$ cat config.mk
export PLATFORM = sky130hd
export DESIGN_NAME = serial_subtractor
export DESIGN_NICKNAME = d
export VERILOG_FILES = /design/src/rtl/serial_subtractor.sv
export SDC_FILE = /design/constraint.sdc
export NUM_CORES = 1
export LEC_CHECK = 0
export BUFFER_PORTS_ARGS = -buffer_cell sky130_fd_sc_hd__buf_4
export CORE_AREA = 2 2 57 59
export DETAILED_ROUTE_END_ITERATION = 10
export DIE_AREA = 0 0 59 61
export GPL_ROUTABILITY_DRIVEN = 0
export GPL_TIMING_DRIVEN = 0
export PLACE_DENSITY = 0.8
export SLEW_MARGIN = 5
export SYNTH_ARGS = -nofsm -noshare
export SYNTH_HDL_FRONTEND = slang
export SYNTH_SLANG_ARGS = --single-unit
$ cat constraint.sdc
create_clock -name clock -period 1.49 [get_ports clock]
set_input_delay 0.298 -clock clock [delete_from_list [all_inputs] [get_ports clock]]
set_output_delay 0.298 -clock clock [all_outputs]
set_load 0.005 [all_outputs]
$ cat src/rtl/serial_subtractor.sv
// serial_subtractor: bit-serial unsigned subtractor, LSB first.
// A minuend/subtrahend pair is accepted over a ready/valid channel. One
// difference bit is produced per clock. The WIDTH-bit difference and the
// final borrow are then offered on a ready/valid output channel, where
// they are held until the consumer takes them.
module serial_subtractor #(
   parameter int WIDTH = 8
) (
   input  logic             clock,
   input  logic             reset,
   input  logic             io_in_valid,
   output logic             io_in_ready,
   input  logic [WIDTH-1:0] io_in_minuend,
   input  logic [WIDTH-1:0] io_in_subtrahend,
   output logic             io_out_valid,
   input  logic             io_out_ready,
   output logic [WIDTH-1:0] io_out_diff,
   output logic             io_out_borrow,
   output logic             io_busy
);

   // The counter only has to reach WIDTH-1, so clog2(WIDTH) bits are enough.
   localparam int CW = $clog2(WIDTH);
   localparam logic [CW-1:0] LAST_BIT = CW'(WIDTH - 1);

   typedef enum logic [1:0] {
      S_IDLE  = 2'd0,
      S_SHIFT = 2'd1,
      S_DONE  = 2'd2
   } state_t;

   state_t           state_q, state_d;
   logic [WIDTH-1:0] a_sh_q, a_sh_d;
   logic [WIDTH-1:0] b_sh_q, b_sh_d;
   logic [WIDTH-1:0] diff_sh_q, diff_sh_d;
   logic             borrow_q, borrow_d;
   logic [CW-1:0]    count_q, count_d;

   logic             in_fire;
   logic             out_fire;
   logic             diff_bit;
   logic             borrow_next;

   // Handshake qualifiers and the output channel. Outputs are forced to zero
   // unless a finished result is being offered.
   assign io_in_ready   = (state_q == S_IDLE);
   assign io_out_valid  = (state_q == S_DONE);
   assign io_busy       = (state_q != S_IDLE);
   assign io_out_diff   = (state_q == S_DONE) ? diff_sh_q : '0;
   assign io_out_borrow = (state_q == S_DONE) ? borrow_q : 1'b0;

   assign in_fire  = io_in_valid && io_in_ready;
   assign out_fire = io_out_valid && io_out_ready;

   // One full-subtractor stage working on the current LSBs of the operands.
   assign diff_bit    = a_sh_q[0] ^ b_sh_q[0] ^ borrow_q;
   assign borrow_next = (~a_sh_q[0] & b_sh_q[0]) |
                        (~(a_sh_q[0] ^ b_sh_q[0]) & borrow_q);

   // Next-state and datapath update. Registers hold their value unless a
   // state below changes it.
   always_comb begin
      state_d   = state_q;
      a_sh_d    = a_sh_q;
      b_sh_d    = b_sh_q;
      diff_sh_d = diff_sh_q;
      borrow_d  = borrow_q;
      count_d   = count_q;
      case (state_q)
         S_IDLE: begin
            if (in_fire) begin
               a_sh_d    = io_in_minuend;
               b_sh_d    = io_in_subtrahend;
               diff_sh_d = '0;
               borrow_d  = 1'b0;
               count_d   = '0;
               state_d   = S_SHIFT;
            end
         end
         S_SHIFT: begin
            // Difference bits enter at the MSB, so after WIDTH steps the
            // first (LSB) bit has reached position 0.
            diff_sh_d = {diff_bit, diff_sh_q[WIDTH-1:1]};
            a_sh_d    = a_sh_q >> 1;
            b_sh_d    = b_sh_q >> 1;
            borrow_d  = borrow_next;
            if (count_q == LAST_BIT) begin
               state_d = S_DONE;
            end else begin
               count_d = count_q + 1'b1;
            end
         end
         S_DONE: begin
            // The result is held here, unchanged, until the consumer takes it.
            if (out_fire) begin
               state_d = S_IDLE;
            end
         end
         default: begin
            state_d = S_IDLE;
         end
      endcase
   end

   // State and datapath registers. The reset is asynchronous, so a pending
   // operation is discarded as soon as reset falls.
   always_ff @(posedge clock or negedge reset) begin
      if (!reset) begin
         state_q   <= S_IDLE;
         a_sh_q    <= '0;
         b_sh_q    <= '0;
         diff_sh_q <= '0;
         borrow_q  <= 1'b0;
         count_q   <= '0;
      end else begin
         state_q   <= state_d;
         a_sh_q    <= a_sh_d;
         b_sh_q    <= b_sh_d;
         diff_sh_q <= diff_sh_d;
         borrow_q  <= borrow_d;
         count_q   <= count_d;
      end
   end

`ifndef SYNTHESIS
`ifdef PRINTF_COND
   // Trace support only. The shift registers consume the operands, so the
   // original values are kept here for the message.
   logic [WIDTH-1:0] trace_a_q, trace_a_d;
   logic [WIDTH-1:0] trace_b_q, trace_b_d;

   // Latch the original operands when they are accepted.
   always_comb begin
      trace_a_d = trace_a_q;
      trace_b_d = trace_b_q;
      if (in_fire) begin
         trace_a_d = io_in_minuend;
         trace_b_d = io_in_subtrahend;
      end
   end

   // Register the operand copies.
   always_ff @(posedge clock or negedge reset) begin
      if (!reset) begin
         trace_a_q <= '0;
         trace_b_q <= '0;
      end else begin
         trace_a_q <= trace_a_d;
         trace_b_q <= trace_b_d;
      end
   end

   // Report each completed result at its output handshake.
   always @(posedge clock) begin
      if (reset && out_fire) begin
         $display("Subtractor: %d := %d - %d (borrow %d)",
                  io_out_diff, trace_a_q, trace_b_q, io_out_borrow);
      end
   end
`endif
`endif

endmodule

==> flow_summary.ini, run 1 <==
[routing]
detail-route-antenna-nets = 0
wl_per_cell_um = 16.96
dr.first_iter.drc_count = 57
drt-total-wl_um = 3663
drt-pass1-iter-count = 4
viasPerCell = 5.843
route.detailed.drc = 0
num_vias = 1262

[layout]
finalCoreUtilization_pct = 70.13
seqCellArea_um2 = 750.7
diodes = 0
multi_input_area_um2 = 738.2
nets = 205
postLayoutCellArea_um2 = 2071
final_layout_size_suffix_gt1_share_pct = 44.81
area_delta_synth_final_pct = 34.77
fillCellCount = 212
stdcell_count = 216

[worst_setup_path]
cp_slowest_cell = dfrtp_1
path_cells = buf_6 -> nor2b_4 -> buf_8 -> and2_4 -> buf_6
cp.depth = 5
crit_path_start = state_q[1]
start_kind = flop
path_buf_inv = 3
r2r_cells = 4
crit_type = flop to output pin
cp_slowest_stage_delay_ns = 0.40
worstPathRequired_ns = 1.19
cp_max_fo = 5
crit_arrival_ns = 1.42
cp_common_cell = buf_6
end_kind = output pin
path_delay_family = flip-flops
crit-reg2reg-launch = state_q[1]

[place]
place_area_um2 = 1810
io_buffers = 31
dp.cells = 201
place_ws_ns = -0.1244
dp.final_hpwl_um = 2288

[clock_network]
cts_buffer_depth = 2
clk_pin_slew_ns = 0.10
cts_tree = built
cts.sinks = 30
root_buffer = clkbuf_4
cts_made_buffers = 5
clk_latency_ns = 0.34
htreeDepth = 2

[synth]
yosysSeqAreaShare_pct = 48.86
synth.area.top_cells = dfrtp_1 49%, a22o_1 5.1%, o221a_2 5.1%, or4b_1 4.6%, nor4b_1 4.0%
synth_ff_type = dfrtp_1
synth-edff-count = 0
syn_avg_cell_area_um2 = 11.22
syn_nets = 160
ys_types = 29
synth_top_area_share_pct = 48.86
synthArstFlopShare_pct = 100.0
synth_area_um2 = 1536
ys_ff_latch = 30
synth_warnings = 0
yosys.area.top_type = dfrtp_1
netlist_instances = 137

[timing]
hold_ws_ns = 0.2140
max-slew-margin-rel_pct = 73.14
min_period_ns = 1.717
finalCritPeriodShare_pct = 115.2
rsz0062_at_grt = true
totalNegativeSetupSlack_ns = -2.533
maxSlewViolCount = 0
max_freq_mhz = 582.5
setup_slack_ns = -0.2268
worst_slew_pin_slew_ns = 0.4028
hold_viol = 0
finClkSkew_ns = 0.01062
setup_viol = 12

[floorplan]
num_io_pins = 32
row_count = 20
dieHeight_um = 61
die_area_um2 = 3599
die_x_um = 59
core_area_um2 = 2953
start_util_pct = 52.03

[outcome]
outcome = finished, violations left
violations = setup timing

[pwr]
ir_worst_vdd_v = 0.0008060
power_density_nw_per_um2 = 1696
p_total_mw = 3.511
power_leakage_nw = 0.9555

[run]
drv_cap = 0

[min_path]
min_path_type = primary input to flop
whs_path_depth = 2
hp-start = io_in_minuend[7]

[global_routing]
grt_usage_pct = 23.25
grt_max_degree = 31
grt_overflow = 0
antenna_found_initial = 0
grt_pass1_wl_um = 6099
grt_pass1_vias = 1275
## state kept, by name, indices dropped and copies added (netlist names)
| name | cells |
|---|---|
| state_q | 2 |
| b_sh_q | 8 |
| count_q | 3 |
| borrow_q | 1 |
| diff_sh_q | 8 |
| a_sh_q | 8 |
## cell families after synthesis
group	synth area share (%)
AOI/OAI and AO/OA	18.81
adders and majority gates	2.931
buffers and inverters	7.980
DFF	48.86
and+or+nand+nor	21.42
## area by class of cell
type	count	share of cell area, %
well taps	33	1.994
clock buffers	7	2.659
multi-input cells	81	35.65
plain buffers	13	4.592
flip-flops and latches	30	36.25
clock inverters	1	0.2417
inverters	12	2.175
repair buffers	39	16.43
## timing repair
item,4_1_cts,5_1_grt
pin swaps,4,2
resized for setup,30,11
gates cloned,1,0
endpoints found under the setup margin,12,22
hold buffers,1,0
hold endpoints to repair,30,0
buffers inserted,4,4
## path summary, 6_finish.rpt
| check | endpoint | slack (ns) |
|---|---|---|
| setup / recovery | io_out_diff[5] | -0.23 |
| hold / removal | a_sh_q[7] | 0.21 |
| setup reg to reg | b_sh_q[6] | 0.01 |
| hold reg to reg | diff_sh_q[0] | 0.53 |
| max in group asynchronous | count_q[2] | 0.78 |
| min in group asynchronous | b_sh_q[0] | 0.42 |
## cell usage after synthesis (all sizes together) (2+ instances only)
| cell | count |
|---|---|
| buf | 11 |
| clkbuf | 3 |
| nor3b | 7 |
| inv | 12 |
| or2 | 2 |
| nand2 | 4 |
| o221a | 7 |
| nand3 | 3 |
| nand2b | 4 |
| o221ai | 3 |
| nor4b | 7 |
| a22o | 9 |
| dfrtp | 30 |
| a211oi | 7 |
| or4b | 7 |
| ha | 2 |
| nor2b | 2 |
| and2 | 9 |
## routing by layer
metal,GRT usage [%],share of wire (%),routed length (um)
met1,28.47,43,1574
met2,39.84,52,1909
met3,4.478,3.7,134
met4,10.71,1.2,44
met5,0,0,0
## cell usage in the layout (no fill, tap or decap), drive strengths merged
cell type | Yosys | final
a211oi | 7 | 7
a21oi | 1 | 1
a22o | 9 | 9
a32o | 1 | 1
and2 | 9 | 9
buf | 11 | 47
clkbuf | 3 | 11
clkinv | 0 | 1
dfrtp | 30 | 30
dlygate4sd3 | 0 | 1
fa | 1 | 1
ha | 2 | 2
inv | 12 | 12
nand2 | 4 | 4
nand2b | 4 | 4
nand3 | 3 | 3
nor2b | 2 | 2
nor3b | 7 | 7
nor4b | 7 | 7
o211ai | 1 | 1
o21ba | 1 | 1
o21bai | 1 | 1
o221a | 7 | 7
o221ai | 3 | 3
o2bb2ai | 1 | 1
or2 | 2 | 2
or3b | 1 | 1
or4b | 7 | 7
## power by group
part           total (mW)  switching (mW)  internal [mW]  leakage [nW]
registers            1.43           0.251           1.18         0.367
clock network       0.513           0.285          0.228        0.0353
logic                1.57           0.725          0.841         0.554
(Power assumes the default switching activity.)
==> run 2, diff against run 1 <==
Settings changed: CORE_AREA 2 2 57 59 to 2 2 56 58, CTS_BUF_LIST from default to sky130_fd_sc_hd__clkbuf_4, DIE_AREA 0 0 59 61 to 0 0 58 60, PLACE_DENSITY 0.8 to 0.83.
==> run 2 against run 1 <==
The flow still finishes with violations (setup timing). Clock power down 6.6%. Register-to-register slack better by 0.02 ns. Critical endpoint is now io_out_diff[6]. Core utilization down 0.56 points. Non-clock buffer count down 2.
==> flow_summary.ini, run 2 (synthesis gave the netlist of run 1 again) <==
[clock_network]
clk_latency_ns = 0.33
root_buffer = clkbuf_4
htreeDepth = 2
cts.sinks = 30
cts_buffer_depth = 2
cts_tree = built
clk_pin_slew_ns = 0.10
cts_made_buffers = 5

[floorplan]
die_x_um = 58
core_area_um2 = 2903
die_area_um2 = 3480
dieHeight_um = 60
num_io_pins = 32
start_util_pct = 52.93
row_count = 20

[timing]
hold_viol = 0
finalCritPeriodShare_pct = 112.8
setup_slack_ns = -0.1909
max_freq_mhz = 594.9
max-slew-margin-rel_pct = 74.35
finClkSkew_ns = 0.006663
totalNegativeSetupSlack_ns = -2.023
rsz0062_at_grt = true
min_period_ns = 1.681
worst_slew_pin_slew_ns = 0.3847
setup_viol = 12
maxSlewViolCount = 0

[worst_setup_path]
r2r_cells = 4
reg2reg_to = b_sh_q[5]
start_kind = flop
cp_common_cell = buf_6
worstPathRequired_ns = 1.19
crit-reg2reg-launch = state_q[1]
crit_type = flop to output pin
cp_max_fo = 5
cp_slowest_stage_delay_ns = 0.42
cp_slowest_cell = dfrtp_1
cp.depth = 5
end_kind = output pin
regToRegSetupSlack_ns = 0.03
path_delay_family = flip-flops
crit_arrival_ns = 1.38
cp-endpoint = io_out_diff[6]
path_buf_inv = 3
crit_path_start = state_q[1]
path_cells = buf_6 -> nor2b_4 -> buf_6 -> and2_1 -> buf_4

[global_routing]
grt_overflow = 0
grt_pass1_vias = 1274
antenna_found_initial = 0
grt_max_degree = 31
grt_usage_pct = 22.26
grt_pass1_wl_um = 5609

[layout]
nets = 203
postLayoutCellArea_um2 = 2019
mostFrequentLayoutCell = dfrtp_1
area_delta_synth_final_pct = 31.43
final_layout_size_suffix_gt1_share_pct = 42.54
diodes = 0
finalCoreUtilization_pct = 69.57
largestRegisters = a_sh_q: 8 flops, b_sh_q: 8 flops, diff_sh_q: 8 flops
most-common-layout-cells = 30 x dfrtp_1, 28 x buf_4, 12 x buf_6, 11 x inv_1, 9 x a22o_1

[routing]
num_vias = 1222
drt-total-wl_um = 3450
route.detailed.drc = 0
dr.first_iter.drc_count = 42
detail-route-antenna-nets = 0
viasPerCell = 5.710
drt-pass1-iter-count = 4
wl_per_cell_um = 16.12

[pwr]
power_leakage_nw = 0.9325
swShare_pct = 36.29
seqPwrFrac_pct = 41.3
ir_worst_vdd_v = 0.001070
pwr-share-comb_pct = 44.8
p_int_mw = 2.190
p_clk_share_pct = 13.9
p_sw_mw = 1.248
power_density_nw_per_um2 = 1702

[outcome]
outcome = finished, violations left
violations = setup timing

[place]
place_area_um2 = 1810
dp.final_hpwl_um = 2337
io_buffers = 31

[min_path]
min_path_type = primary input to flop

[run]
drv_cap = 0
run 2: area by class of cell:
class | count | area (um^2)
Buffer | 13 | 92.59
Clock buffer | 6 | 45.04
Clock inverter | 2 | 8.758
Fill cell | 224 | 883.3
Inverter | 12 | 45.04
Multi-Input combinational cell | 81 | 721.9
Sequential cell | 30 | 750.7
Tap cell | 33 | 41.29
Timing Repair Buffer | 37 | 314.1
run 2: worst reg2reg max path, delay by kind of cell, from the launching register on:
kind                   cells  cell delay, ns
AO/OA/AOI/OAI              1            0.14
buffers and inverters      2            0.27
flip-flops                 1            0.42
AND/OR/NAND/NOR            1            0.53
run 2: worst min path at each step:
stage,from,endpoint,slack [ns],cells after the start
2_1_floorplan,reset,a_sh_q[0],0.002,0
3_3_place_gp,reset,b_sh_q[3],0.24,1
3_5_place_dp,reset,b_sh_q[4],0.25,1
4_1_cts,io_in_minuend[7],a_sh_q[7],0.24,2
5_1_grt,io_in_minuend[7],a_sh_q[7],0.24,2
6_report,io_in_minuend[7],a_sh_q[7],0.23,2
run 2: power groups by stage:
stage	logic (mW)	registers, mW	clock network, mW
final	1.54	1.42	0.479
after detailed placement	1.36	1.43	0
after global placement	1.28	1.40	0
after CTS	1.45	1.42	0.488
after floorplan	1.04	1.36	0
after global routing	1.71	1.46	0.519
run 2: stage by stage:
| step | hold slack [ns] | cells | power [mW] | worst slack [ns] |
|---|---|---|---|---|
| 6_report | 0.2323 | 214 | 3.438 | -0.1909 |
| 5_1_grt | 0.2426 | 214 | 3.691 | -0.2559 |
| 4_1_cts | 0.2358 | 213 | 3.357 | -0.1970 |
| 3_5_place_dp | 0.2507 | 201 | 2.793 | -0.1127 |
| 3_3_place_gp | 0.2414 | 201 | 2.684 | -0.07507 |
| 2_1_floorplan | 0.002409 | 137 | 2.399 | 0.1597 |
run 2: repair_timing:
item / 4_1_cts / 5_1_grt
resized for setup: 21 / 14
cloned: 1 / 0
buffers inserted: 2 / 3
hold buffers: 1 / 0
setup endpoints to repair: 14 / 17
pin swaps: 9 / 2
endpoints found under the hold margin: 30 / 0
run 2: layer usage:
| layer | global-route usage [%] | part of all wire [%] | up-vias |
|---|---|---|---|
| li1 | - | - | 592 |
| met4 | 9.967 | 1.2 | 0 |
| met2 | 37.50 | 51 | 27 |
| met3 | 8.225 | 5.3 | 5 |
| met5 | 0 | 0 | - |
| met1 | 25.31 | 43 | 598 |
==> run 3, diff against run 2 <==
Settings changed: CELL_PAD_IN_SITES_DETAIL_PLACEMENT from default to 0, CELL_PAD_IN_SITES_GLOBAL_PLACEMENT from default to 1, CORE_AREA 2 2 56 58 to 2 2 63 65, CTS_CLUSTER_DIAMETER from default to 120, DIE_AREA 0 0 58 60 to 0 0 65 67, PLACE_DENSITY 0.83 to 0.82.
==> run 3 against run 2 <==
The run still ends with setup timing left. Wire length is 0.72% higher. Combinational power is 5% higher. Count of clock-buffer cells in the layout is 1 lower. Register-to-register slack hardly changed. Sequential power hardly changed. Via count is 1.3% higher. Flip-flop and latch count stayed put. Design area is 4.0% higher. Non-clock buffer count is 4 higher. Power is 1.2% higher. Highest routed layer unchanged.
==> flow_summary.ini, run 3 (synthesis gave the netlist of run 1 again) <==
[timing]
max_freq_mhz = 599.3
rsz0062_at_grt = true
max-slew-margin-rel_pct = 74.49
finalCritPeriodShare_pct = 112.0
maxSlewViolCount = 0
hold_ws_ns = 0.2183
finClkSkew_ns = 0.004853
setup_viol = 12
hold_viol = 0
min_period_ns = 1.669
totalNegativeSetupSlack_ns = -2.022
worst_slew_pin_slew_ns = 0.3827
setup_slack_ns = -0.1786

[place]
dp.final_hpwl_um = 2302
io_buffers = 31
dp.cells = 216
place_ws_ns = -0.1274

[floorplan]
die_x_um = 65
start_util_pct = 42.61
die_area_um2 = 4355
dieHeight_um = 67
row_count = 22
num_io_pins = 32
core_area_um2 = 3606

[routing]
detail-route-antenna-nets = 0
drt-total-wl_um = 3475
drt-pass1-iter-count = 4
num_vias = 1238
viasPerCell = 5.336
dr.first_iter.drc_count = 47
route.detailed.drc = 0
wl_per_cell_um = 14.98

[pwr]
swShare_pct = 36.02
p_clk_share_pct = 12.8
power_leakage_nw = 0.9583
pwr-share-comb_pct = 46.2
ir_worst_vdd_v = 0.0007102
p_int_mw = 2.227
seqPwrFrac_pct = 41.0
p_sw_mw = 1.254
power_density_nw_per_um2 = 1657

[clock_network]
clk_pin_slew_ns = 0.09
cts_made_buffers = 5
htreeDepth = 2
cts_buffer_depth = 2
root_buffer = clkbuf_4
cts_tree = built
clk_latency_ns = 0.33
cts.sinks = 30

[layout]
fillCellCount = 323
diodes = 0
mostFrequentLayoutCell = dfrtp_1
nets = 207
area_delta_synth_final_pct = 36.73
largestRegisters = a_sh_q: 8 flops, b_sh_q: 8 flops, diff_sh_q: 8 flops
stdcell_count = 232
most-common-layout-cells = 30 x dfrtp_1, 24 x buf_4, 17 x buf_6, 11 x inv_1
final_layout_size_suffix_gt1_share_pct = 45.65

[run]
drv_cap = 0

[worst_setup_path]
path_delay_family = flip-flops
crit_path_start = state_q[1]
path_cells = buf_6 -> nor2b_4 -> buf_8 -> and2_4 -> buf_6
regToRegSetupSlack_ns = 0.03
cp_common_cell = buf_6
crit_type = flop to output pin
path_buf_inv = 3
cp_max_fo = 5
cp_slowest_cell = dfrtp_1
worstPathRequired_ns = 1.19
crit-reg2reg-launch = state_q[0]
reg2reg_to = b_sh_q[5]
end_kind = output pin
r2r_cells = 5
start_kind = flop
cp_slowest_stage_delay_ns = 0.41
crit_arrival_ns = 1.37

[min_path]
whs_endpoint = a_sh_q[7]
whs_path_depth = 2
hp-start = io_in_minuend[7]
min_path_type = primary input to flop

[outcome]
violations = setup timing
outcome = finished, violations left

[global_routing]
grt_pass1_wl_um = 5713
antenna_found_initial = 0
grt_max_degree = 31
grt_pass1_vias = 1261
grt_usage_pct = 17.65
grt_overflow = 0
-- run 3: cell types whose count changed in the layout (fill, tap and decap cells not counted), sizes merged --
| cell | delta |
|---|---|
| buf | +4 |
| clkbuf | -1 |
-- run 3: power groups by stage --
stage	registers, mW	logic [mW]	clock network (mW)
CTS	1.42	1.55	0.454
finish	1.43	1.61	0.444
global placement	1.41	1.30	0
global route	1.47	1.78	0.500
floorplan	1.36	1.04	0
detailed placement	1.43	1.35	0
-- run 3: area by class of cell --
class	instances	area (um^2)	area share (%)
Multi-Input combinational cell	81	737.0	35.08
Inverter	12	47.55	2.263
Sequential cell	30	750.7	35.74
Tap cell	48	60.06	2.859
Buffer	14	95.09	4.527
Clock inverter	2	10.01	0.4765
Timing Repair Buffer	40	362.8	17.27
Clock buffer	5	37.54	1.787
-- run 3: worst max-delay path by stage --
stage | cells past startpoint | endpoint
after floorplan | 4 | count_q[1]
after global placement | 5 | io_out_diff[1]
after detailed placement | 5 | io_out_diff[7]
after CTS | 5 | io_out_diff[2]
after global routing | 5 | io_out_borrow
final | 5 | io_out_diff[2]
-- run 3: what timing repair did --
item	CTS	global route
buffers inserted	7	0
resized for setup	35	8
pin swaps	10	2
endpoints found under the setup margin	13	19
hold endpoints to repair	30	0
cloned	1	0
hold buffers	1	0
-- run 3: metal layers --
layer | vias to the layer above | GRT usage, % | routed length [um]
met5 | - | 0 | 0
met4 | 0 | 6.117 | 43
met3 | 6 | 6.250 | 167
met2 | 29 | 29.12 | 1651
met1 | 611 | 21.34 | 1612
li1 | 592 | - | -
-- run 3: metrics by stage --
| step | total power [mW] | util, % | instance area [um^2] |
|---|---|---|---|
| finish | 3.481 | 58.26 | 2101 |
| global route | 3.756 | 58.26 | 2101 |
| CTS | 3.423 | 57.25 | 2064 |
| detailed placement | 2.781 | 50.73 | 1829 |
| global placement | 2.704 | 50.73 | 1829 |
| floorplan | 2.399 | - | 1536 |
